**src/rtl/pipe_ctrl_pkg.sv**
```systemverilog
// Shared types and constants for the pipeline stall/flush sequencer.
// Stall bus bit 0 is PC, bit 5 is WB; a set bit holds that stage.
package pipe_ctrl_pkg;

    localparam int STALL_W = 6;

    typedef logic [STALL_W-1:0] stall_bus_t;

    localparam logic STOP    = 1'b1;
    localparam logic NO_STOP = 1'b0;

    localparam stall_bus_t STALL_NONE = {STALL_W{NO_STOP}};
    localparam stall_bus_t STALL_MEM  = 6'b011111;
    localparam stall_bus_t STALL_EX   = 6'b001111;
    localparam stall_bus_t STALL_ID   = 6'b000111;
    localparam stall_bus_t STALL_IF   = 6'b000011;

    typedef enum logic [1:0] {
        ST_RUN   = 2'd0,
        ST_DRAIN = 2'd1,
        ST_FLUSH = 2'd2
    } state_t;

    // The request furthest down the pipe wins; it freezes everything behind it.
    function automatic stall_bus_t stall_mask(input logic data_wait,
                                              input logic stallreq_ex,
                                              input logic stallreq_id,
                                              input logic inst_wait);
        stall_bus_t m;
        if (data_wait)        m = STALL_MEM;
        else if (stallreq_ex) m = STALL_EX;
        else if (stallreq_id) m = STALL_ID;
        else if (inst_wait)   m = STALL_IF;
        else                  m = STALL_NONE;
        return m;
    endfunction

endpackage

```
**src/rtl/pipe_ctrl_sat_counter.sv**
```systemverilog
// Up-counter that sticks at all-ones; clear has priority over increment.
module sat_counter #(
    parameter int W = 8
) (
    input  logic         clk,
    input  logic         rst,
    input  logic         inc,
    input  logic         clr,
    output logic [W-1:0] count,
    output logic         sat
);

    assign sat = &count;

    always_ff @(posedge clk or negedge rst) begin
        if (!rst)
            count <= '0;
        else if (clr)
            count <= '0;
        else if (inc && !sat)
            count <= count + W'(1);
    end

endmodule

```
**src/rtl/pipe_ctrl.sv**
```systemverilog
// Pipeline stall merger and exception-flush sequencer with stall watchdog/statistics.
//  state    | meaning
//  ST_RUN   | normal operation, stall = merged request mask
//  ST_DRAIN | redirect latched, waiting for the data access to finish; fetch held
//  ST_FLUSH | one-cycle flush of IF..MEM, new_pc presented, no stall
module pipe_ctrl
    import pipe_ctrl_pkg::*;
#(
    parameter int STALL_TIMEOUT = 1024,
    parameter int CNT_W         = 32
) (
    input  logic               clk,
    input  logic               rst,
    input  logic               stallreq_id,
    input  logic               stallreq_ex,
    input  logic               inst_wait,
    input  logic               data_wait,
    input  logic               flush_req,
    input  logic [31:0]        flush_pc,
    output logic [STALL_W-1:0] stall,
    output logic               flush,
    output logic [31:0]        new_pc,
    output logic               stall_timeout,
    output logic [CNT_W-1:0]   stall_cycles
);

    localparam int RUN_W = $clog2(STALL_TIMEOUT + 1);

    state_t             state;
    logic [31:0]        pc_q;
    logic               flush_q;
    stall_bus_t         stall_next;
    logic               stall_any;
    logic [RUN_W-1:0]   run_cnt;
    logic               run_sat;
    logic               cyc_sat;

    always_comb begin
        stall_next = STALL_NONE;
        case (state)
            ST_RUN:   stall_next = stall_mask(data_wait, stallreq_ex, stallreq_id, inst_wait);
            ST_DRAIN: stall_next = stall_mask(data_wait, stallreq_ex, stallreq_id, inst_wait) | STALL_IF;
            ST_FLUSH: stall_next = STALL_NONE;
            default:  stall_next = STALL_NONE;
        endcase
    end

    // The mask is combinational, so gate it with reset to keep stall at zero while held.
    assign stall     = rst ? stall_next : STALL_NONE;
    assign stall_any = |stall;
    assign flush     = flush_q;
    assign new_pc    = pc_q;

    always_ff @(posedge clk or negedge rst) begin
        if (!rst) begin
            state   <= ST_RUN;
            pc_q    <= '0;
            flush_q <= 1'b0;
        end else begin
            case (state)
                ST_RUN: begin
                    if (flush_req) begin
                        pc_q <= flush_pc;
                        if (data_wait) begin
                            state   <= ST_DRAIN;
                            flush_q <= 1'b0;
                        end else begin
                            state   <= ST_FLUSH;
                            flush_q <= 1'b1;
                        end
                    end else begin
                        flush_q <= 1'b0;
                    end
                end
                ST_DRAIN: begin
                    if (!data_wait) begin
                        state   <= ST_FLUSH;
                        flush_q <= 1'b1;
                    end else begin
                        flush_q <= 1'b0;
                    end
                end
                ST_FLUSH: begin
                    if (flush_req) begin
                        pc_q    <= flush_pc;
                        flush_q <= 1'b1;
                    end else begin
                        state   <= ST_RUN;
                        flush_q <= 1'b0;
                    end
                end
                default: begin
                    state   <= ST_RUN;
                    flush_q <= 1'b0;
                end
            endcase
        end
    end

    sat_counter #(.W(RUN_W)) u_run_cnt (
        .clk   (clk),
        .rst   (rst),
        .inc   (stall_any & ~run_sat),
        .clr   (~stall_any | (state == ST_FLUSH)),
        .count (run_cnt),
        .sat   (run_sat)
    );

    sat_counter #(.W(CNT_W)) u_stall_cycles (
        .clk   (clk),
        .rst   (rst),
        .inc   (stall_any & ~cyc_sat),
        .clr   (1'b0),
        .count (stall_cycles),
        .sat   (cyc_sat)
    );

    // Fire on the edge that completes the STALL_TIMEOUT-th consecutive stalled cycle.
    always_ff @(posedge clk or negedge rst) begin
        if (!rst)
            stall_timeout <= 1'b0;
        else if (stall_any && (run_cnt >= RUN_W'(STALL_TIMEOUT - 1)))
            stall_timeout <= 1'b1;
    end

endmodule
```
**config.mk**
```make
export PLATFORM = sky130hd
export DESIGN_NAME = pipe_ctrl
export DESIGN_NICKNAME = d
export VERILOG_FILES = /design/src/rtl/pipe_ctrl_pkg.sv /design/src/rtl/pipe_ctrl_sat_counter.sv /design/src/rtl/pipe_ctrl.sv
export SDC_FILE = /design/constraint.sdc
export NUM_CORES = 1
export LEC_CHECK = 0
export ABC_AREA = 1
export BUFFER_PORTS_ARGS = -buffer_cell sky130_fd_sc_hd__buf_2
export CAP_MARGIN = 30
export CORE_MARGIN = 3
export CORE_UTILIZATION = 50
export CTS_BUF_LIST = sky130_fd_sc_hd__clkbuf_8
export CTS_CLUSTER_SIZE = 16
export DETAILED_ROUTE_END_ITERATION = 12
export PLACE_DENSITY = 0.78
export REMOVE_ABC_BUFFERS = 1
export SKIP_CTS_REPAIR_TIMING = 1
export SYNTH_ARGS = -nofsm -noshare
export SYNTH_HDL_FRONTEND = slang
export SYNTH_HIERARCHICAL = 1
export SYNTH_SLANG_ARGS = --single-unit
```
**constraint.sdc**
```tcl
create_clock -name clk -period 1.9 [get_ports clk]
set_input_delay 0.19 -clock clk [delete_from_list [all_inputs] [get_ports clk]]
set_output_delay 0.19 -clock clk [all_outputs]
set_load 0.01 [all_outputs]
```
==> summary.txt, run 1 <==
Synth
  • Area share of the largest cell type after synthesis: 43.60%
  • Most frequent cells after synthesis: 149 x nand2_1, 79 x dfrtp_1, 65 x nand3_1, 53 x nor2_1, 47 x inv_1
  • Count leader, synth: nand2_1
  • Area contributors post-synth: dfrtp_1 44%, nand2_1 12%, mux2_4 9.9%
  • Largest area contributor in the netlist: dfrtp_1
  • Flops & latches, synth: 79
  • Predominant post-synthesis flop cell: dfrtp_1
  • Synth warn: 6
  • Syn avg cell area: 8.523 µm²
  • Unique masters post-synth: 34
  • Synth async-reset ratio: 100.0%
  • Post-Syn Instances: 532
  • Sequential share of the synthesized area: 43.60%
  • Number of enable flip-flop cells after synthesis: 0
  • Cell Area, Synth: 4534 µm²

Clock tree
  • H-Tree Depth: 3
  • TritonCTS clock tree: built
  • CTS Buffer Depth: 2
  • Worst-Skew Late Latency: 0.36 ns
  • Clk slew on worst S/H paths: 0.09 ns
  • Clock root cell: clkbuf_8
  • CTS Buf Count: 9
  • Sink Count: 79

GRT
  • Tot GR Track Use: 22.70%
  • First-pass GRT wire length: 18,650 µm
  • Initial antenna violation count: 0
  • Largest net degree at the start of global routing: 47
  • Vias in the first global route: 4,024
  • Gr ovfl total: 0

Timing
  • Setup_tns: 0 ns
  • Endpoints failing setup: 0
  • Fin. max-slew vios: 0
  • Clock skew: 0.01108 ns
  • Final hold violations: 0
  • RSZ-0062 raised after global routing: true
  • Slew @ Worst Pin: 0.5753 ns
  • Fmax: 539.9 MHz
  • Min Hold Slack: 0.05016 ns
  • Fin crit share: 97.49%
  • Worst setup margin: 0.04772 ns
  • Slew HR: 61.65%
  • Fin crit period: 1.852 ns

Run status
  • Status: finished, final reports clean

Worst hold path
  • Hold Crit Start: flush_pc[25]
  • Hold Path Class: input pin to flip-flop

Floorplanning
  • Core ar.: 8763 µm²
  • Die area: 10,250 µm²
  • Rows: 34
  • I/O Pins: 111
  • Initial cell density of the core: 51.74%
  • Die height: 101.2 µm
  • Horiz. Die Dim: 101.2 µm

Run
  • Max-cap violation count: 0

Place
  • DP Area: 5331 µm²
  • HPWL after detailed placement: 8380 µm
  • GP Congestion: 0.9228
  • I/O Buffers: 109
  • Pre-CTS setup slack: -0.08198 ns

Power and ir drop
  • Leak: 0.002849 µW
  • PD cells: 705.5 nW/µm²
  • Max IR drop VDD: 0.0005425 V

Final layout
  • Fin area: 5797 µm²
  • Fraction of layout cells with a size suffix above 1: 36.43%
  • Fin nets: 725
  • Synth-to-Final Area Change: 27.84%
  • Ant. Diodes: 0
  • Fillers: 705

Route
  • Final wirelength: 12,210 µm
  • Antenna viol nets, final: 0
  • Via/cell ratio: 5.403
  • Via count: 4,306
  • WL/cell: 15.32 µm
  • Drt first pass iters: 4
  • DRC viols: 0
  • DRT iter0 DRCs: 234

Critical path
  • Max FO, Critical Path: 6
  • Startpoint types: flip-flop
  • Setup CP Type: flip-flop to flip-flop
  • Worst Setup SP: u_stall_cycles/count[1]
  • Critical Path End Type: flip-flop
  • R2r startpoint: u_stall_cycles/count[1]
  • CP arrival: 2.13 ns
  • WP data required: 2.17 ns
per-layer routing:
metal	vias up	routed length, µm	track usage [%]
li1	2016	-	-
met1	2056	4772	29.59
met2	203	6047	37.63
met3	31	1130	5.234
met4	0	263	7.055
met5	-	0	0
cell type report:
class	count	area (µm²)	share of cell area, %
clock inverter	7	80.08	1.381
sequential	79	1977	34.10
multi-input combinational	394	2364	40.77
tap	108	135.1	2.331
inverter	49	183.9	3.173
clock buffer	9	123.9	2.137
timing repair buffer	151	933.4	16.10
cell families after synthesis:
logic type	count (synthesis)	share of synthesized area [%]
compound gates	47	5.767
xor+xnor	13	2.511
fa+ha+maj	2	0.5518
buf+inv	64	7.643
flops	79	43.60
mux	32	10.43
other cells	1	0.08270
simple gates	294	29.41
placed cells by master, fill, tap and decap left out, types with 2 or more instances in the layout:
| master | count |
|---|---|
| a21oi_1 | 3 |
| buf_12 | 2 |
| buf_2 | 108 |
| buf_4 | 36 |
| buf_6 | 2 |
| clkbuf_16 | 2 |
| clkbuf_8 | 9 |
| clkinv_4 | 2 |
| clkinvlp_4 | 2 |
| conb_1 | 4 |
| dfrtp_1 | 79 |
| inv_1 | 46 |
| inv_2 | 3 |
| inv_6 | 2 |
| mux2_2 | 2 |
| mux2_4 | 30 |
| nand2_1 | 145 |
| nand2_2 | 6 |
| nand2_4 | 5 |
| nand3_1 | 51 |
| nand3_2 | 14 |
| nand3_4 | 3 |
| nand4_1 | 4 |
| nor2_1 | 49 |
| nor2_2 | 11 |
| nor2_4 | 4 |
| o21ai_1 | 30 |
| o21ai_2 | 4 |
| o21bai_1 | 8 |
| xnor2_1 | 6 |
| xor2_1 | 7 |
flip-flops by register name (all words and copies together), names as in the netlist:
signal / cells
new_pc: 32
u_stall_cycles/count: 32
u_run_cnt/count: 11
state: 2
flush: 1
stall_timeout: 1
power breakdown:
group          switching (µW)  leakage, µW  internal (µW)
Clock                     689    0.0000964            620
Sequential               94.0      0.00102           1820
Combinational             454      0.00173            415
stage by stage:
| step | util (%) | power, µW | instances |
|---|---|---|---|
| 2_1_floorplan | - | 2357 | 520 |
| 3_3_place_gp | 60.84 | 2669 | 769 |
| 3_5_place_dp | 60.84 | 2702 | 769 |
| 4_1_cts | 63.16 | 4006 | 785 |
| 5_1_grt | 66.15 | 4275 | 797 |
| 6_report | 66.15 | 4090 | 797 |
final timing paths:
path | end | slack (ns) | cells past startpoint
min reg2reg | stall_timeout | 0.48 | 2
min | new_pc[25] | 0.05 | 2
min in group asynchronous | u_stall_cycles/count[11] | 0.46 | 3
max reg2reg | u_stall_cycles/count[17] | 0.05 | 13
max | u_stall_cycles/count[17] | 0.05 | 13
max in group asynchronous | u_run_cnt/count[9] | 0.48 | 4
worst max-delay path, stage by stage, from the launching register on:
cell       delay (ns)
dfrtp_1          0.40
ha_2             0.21
nand2_2          0.07
nor2_4           0.14
nand2_4          0.08
nor2_8           0.08
nand2_2          0.06
nor2_2           0.11
nor2_2           0.04
buf_6            0.15
nand2_8          0.11
clkbuf_16        0.17
nand3_2          0.05
o21ai_1          0.10
Power figures use the tool's default switching activity.
==> run 2: changes to the inputs <==
Settings changed: CORE_UTILIZATION 50 to 56, PLACE_DENSITY 0.78 to 0.83.
Clock period 1.9 ns to 2.1 ns, I/O delays scaled along.
==> run 2 against run 1 <==
Against the previous run:
- clock-buffer cell count rose by 3
- fmax fell by 4.0%
- global-route usage rose by 2.8 points
- hold slack improved by 0.032 ns
- power shrank 8.0%
- sequential power is 9% lower
- cell area fell by 4.7%
- die area shrank 10%
- via count is 4.0% lower
- sequential share of layout area increased by 1.7 points
- non-clock buffer count decreased by 18
- critical path type unchanged
- largest power group unchanged
==> summary.txt, run 2 (synthesized netlist as in run 1, its figures left out) <==
Run status
  • Status: finished, final reports clean

Worst hold path
  • Hold Path Cell Cnt: 2 (unchanged)
  • Hold Crit Start: flush_pc[25]
  • Worst Hold Path EP: new_pc[25]
  • Hold Path Class: input pin to flip-flop

Clock tree
  • Clk slew on worst S/H paths: 0.09 ns (about the same)
  • CTS Buffer Depth: 2 (unchanged)
  • Clock root cell: clkbuf_8
  • H-Tree Depth: 3 (unchanged)
  • Sink Count: 79 (unchanged)
  • Worst-Skew Late Latency: 0.35 ns (about the same)
  • CTS Buf Count: 9 (unchanged)
  • TritonCTS clock tree: built

Final layout
  • Ant. Diodes: 0 (unchanged)
  • Layout Cells excl Fill: 772 (-3.1%)
  • Fin nets: 706 (-2.6%)
  • Fillers: 606 (-14%)
  • Fraction of layout cells with a size suffix above 1: 31.04% (-5.4 points)
  • Final Core Density: 70.77% (+4.6 points)
  • Most frequent cells in the layout: 149 x nand2_1, 108 x buf_2, 79 x dfrtp_1, 65 x nand3_1, 50 x nor2_1
  • Synth-to-Final Area Change: 21.85%
  • Multi-input gate area: 2252 µm² (-4.7%)
  • Commonest non-fill, non-tap cell in the layout: nand2_1
  • Fin area: 5525 µm² (-4.7%)
  • FF+latch area: 1977 µm² (unchanged)

Timing
  • RSZ-0062 raised after global routing: false
  • Fin crit period: 1.929 ns (+0.07715 ns)
  • Slew @ Worst Pin: 0.8815 ns (+0.3062 ns)
  • Endpoints failing setup: 0 (unchanged)
  • Setup_tns: 0 ns (unchanged)
  • Clock skew: 0.01169 ns (+0.0006122 ns)
  • Fin crit share: 91.88% (-5.6 points)
  • Fmax: 518.3 MHz (-4.0%)
  • Slew HR: 41.23% (-20 points)
  • Final hold violations: 0 (unchanged)
  • Fin. max-slew vios: 0 (unchanged)
  • Min Hold Slack: 0.08266 ns (+0.03249 ns)

Power and ir drop
  • PD cells: 681.0 nW/µm² (-3.5%)
  • Leak: 0.002745 µW (-3.7%)
  • Max IR drop VDD: 0.0003617 V (-33%)

Critical path
  • Critical Path, Cell by Cell: ha_1, nand2_1, nor2_4, nand2_4, nor2_8, nand2_1, nor2_2, nor2_4, nand2_4, buf_12, nand3_1, o21ai_1
  • CP max stage delay: 0.39 ns (about the same)
  • WP data required: 2.37 ns (+0.20 ns)
  • Worst Path Buf+Inv: 1 (-1)
  • Setup slack, reg-to-reg: 0.17 ns (+0.12 ns)
  • Startpoint types: flip-flop
  • Worst Setup SP: u_stall_cycles/count[1]
  • R2r startpoint: u_stall_cycles/count[1]
  • Slowest CP cell: dfrtp_1
  • Max FO, Critical Path: 22 (+16)
  • CP delay by family, top: simple AND/OR/NAND/NOR gates
  • R2r endpoint: u_stall_cycles/count[14]
  • Setup CP Type: flip-flop to flip-flop
  • CP arrival: 2.20 ns (+0.07 ns)
  • FF-to-FF path depth: 12 (-1)
  • Critical Path End Type: flip-flop

Route
  • Final wirelength: 11,390 µm (-6.8%)
  • Via count: 4,132 (-4.0%)
  • DRC viols: 0 (unchanged)
  • Antenna viol nets, final: 0 (unchanged)
  • DRT iter0 DRCs: 277 (+18%)
  • Via/cell ratio: 5.352 (-0.93%)
  • Drt first pass iters: 6 (+2)
  • WL/cell: 14.75 µm (-3.8%)

GRT
  • First-pass GRT wire length: 18,350 µm (-1.6%)
  • Largest net degree at the start of global routing: 72 (+53%)
  • Vias in the first global route: 3,939 (-2.1%)
  • Gr ovfl total: 0 (unchanged)
  • Tot GR Track Use: 25.48% (+2.8 points)
  • Initial antenna violation count: 0 (unchanged)

Place
  • HPWL after detailed placement: 8134 µm (-2.9%)
  • Placed cell count: 752 (-2.2%)
  • DP Area: 5229 µm² (-1.9%)
  • GP Congestion: 0.8376 (-9.2%)
  • I/O Buffers: 109 (unchanged)

Floorplanning
  • Rows: 32 (-5.9%)
  • Die height: 95.99 µm (-5.2%)
  • Initial cell density of the core: 58.08% (+6.3 points)
  • Core ar.: 7807 µm² (-11%)
  • Horiz. Die Dim: 95.99 µm (-5.2%)
  • Die area: 9213 µm² (-10%)
  • I/O Pins: 111 (unchanged)

Run
  • Max-cap violation count: 0 (unchanged)
[run 2: cell types whose count changed in the layout (fill, tap and decap cells not counted), moves of 2 or more]
cell       change
nand3_1       +14
nand3_2       -14
buf_4         -13
clkbuf_8       +3
nand2_1        +4
nand2_2        -4
o21ai_0        +3
buf_6          -2
o21ai_2        -3
clkbuf_16      -2
inv_6          -2
nor2_2         -2
[run 2: how the worst max path moves through the flow]
stage,end,slack (ns),cells after the start
2_1_floorplan,u_stall_cycles/count[0],0.10,11
3_3_place_gp,u_stall_cycles/count[13],0.02,10
3_5_place_dp,u_stall_cycles/count[2],-0.10,10
4_1_cts,u_stall_cycles/count[2],-0.15,10
5_1_grt,u_run_cnt/count[3],0.04,11
6_report,u_stall_cycles/count[14],0.17,12
[run 2: final cells by class]
| class | instances | area share [%] |
|---|---|---|
| multi-input combinational | 393 | 40.76 |
| sequential | 79 | 35.78 |
| timing repair buffer | 133 | 13.45 |
| inverter | 49 | 3.329 |
| clock buffer | 12 | 2.989 |
| tap | 102 | 2.310 |
| clock inverter | 4 | 1.381 |
[run 2: worst register-to-register path, stage by stage, from the launching register on]
cell and delay (ns):
dfrtp_1 0.39, ha_1 0.20, nand2_1 0.10, nor2_4 0.13, nand2_4 0.10, nor2_8 0.12, nand2_1 0.08, nor2_2 0.13
nor2_4 0.08, nand2_4 0.15, buf_12 0.18, nand3_1 0.10, o21ai_1 0.10
[run 2: per-stage QoR]
stage / total power, µW / setup WS (ns)
floorplan: 2133 / 0.1005
global placement: 2400 / 0.01785
detailed placement: 2434 / -0.1011
CTS: 3765 / -0.1491
global route: 3919 / 0.03525
finish: 3763 / 0.1706
[run 2: report_power, final]
group	internal (µW)	switching (µW)	leakage (µW)	total, µW
Sequential	1640	85.8	0.00102	1730
Clock	769	563	0.000119	1330
Combinational	329	372	0.00161	700
[run 2: layer usage]
layer | routed length [µm] | global-route usage (%) | up-vias
li1 | - | - | 1979
met4 | 196 | 8.531 | 0
met5 | 0 | 0 | -
met3 | 892 | 4.691 | 23
met2 | 5643 | 41.98 | 189
met1 | 4652 | 33.89 | 1941
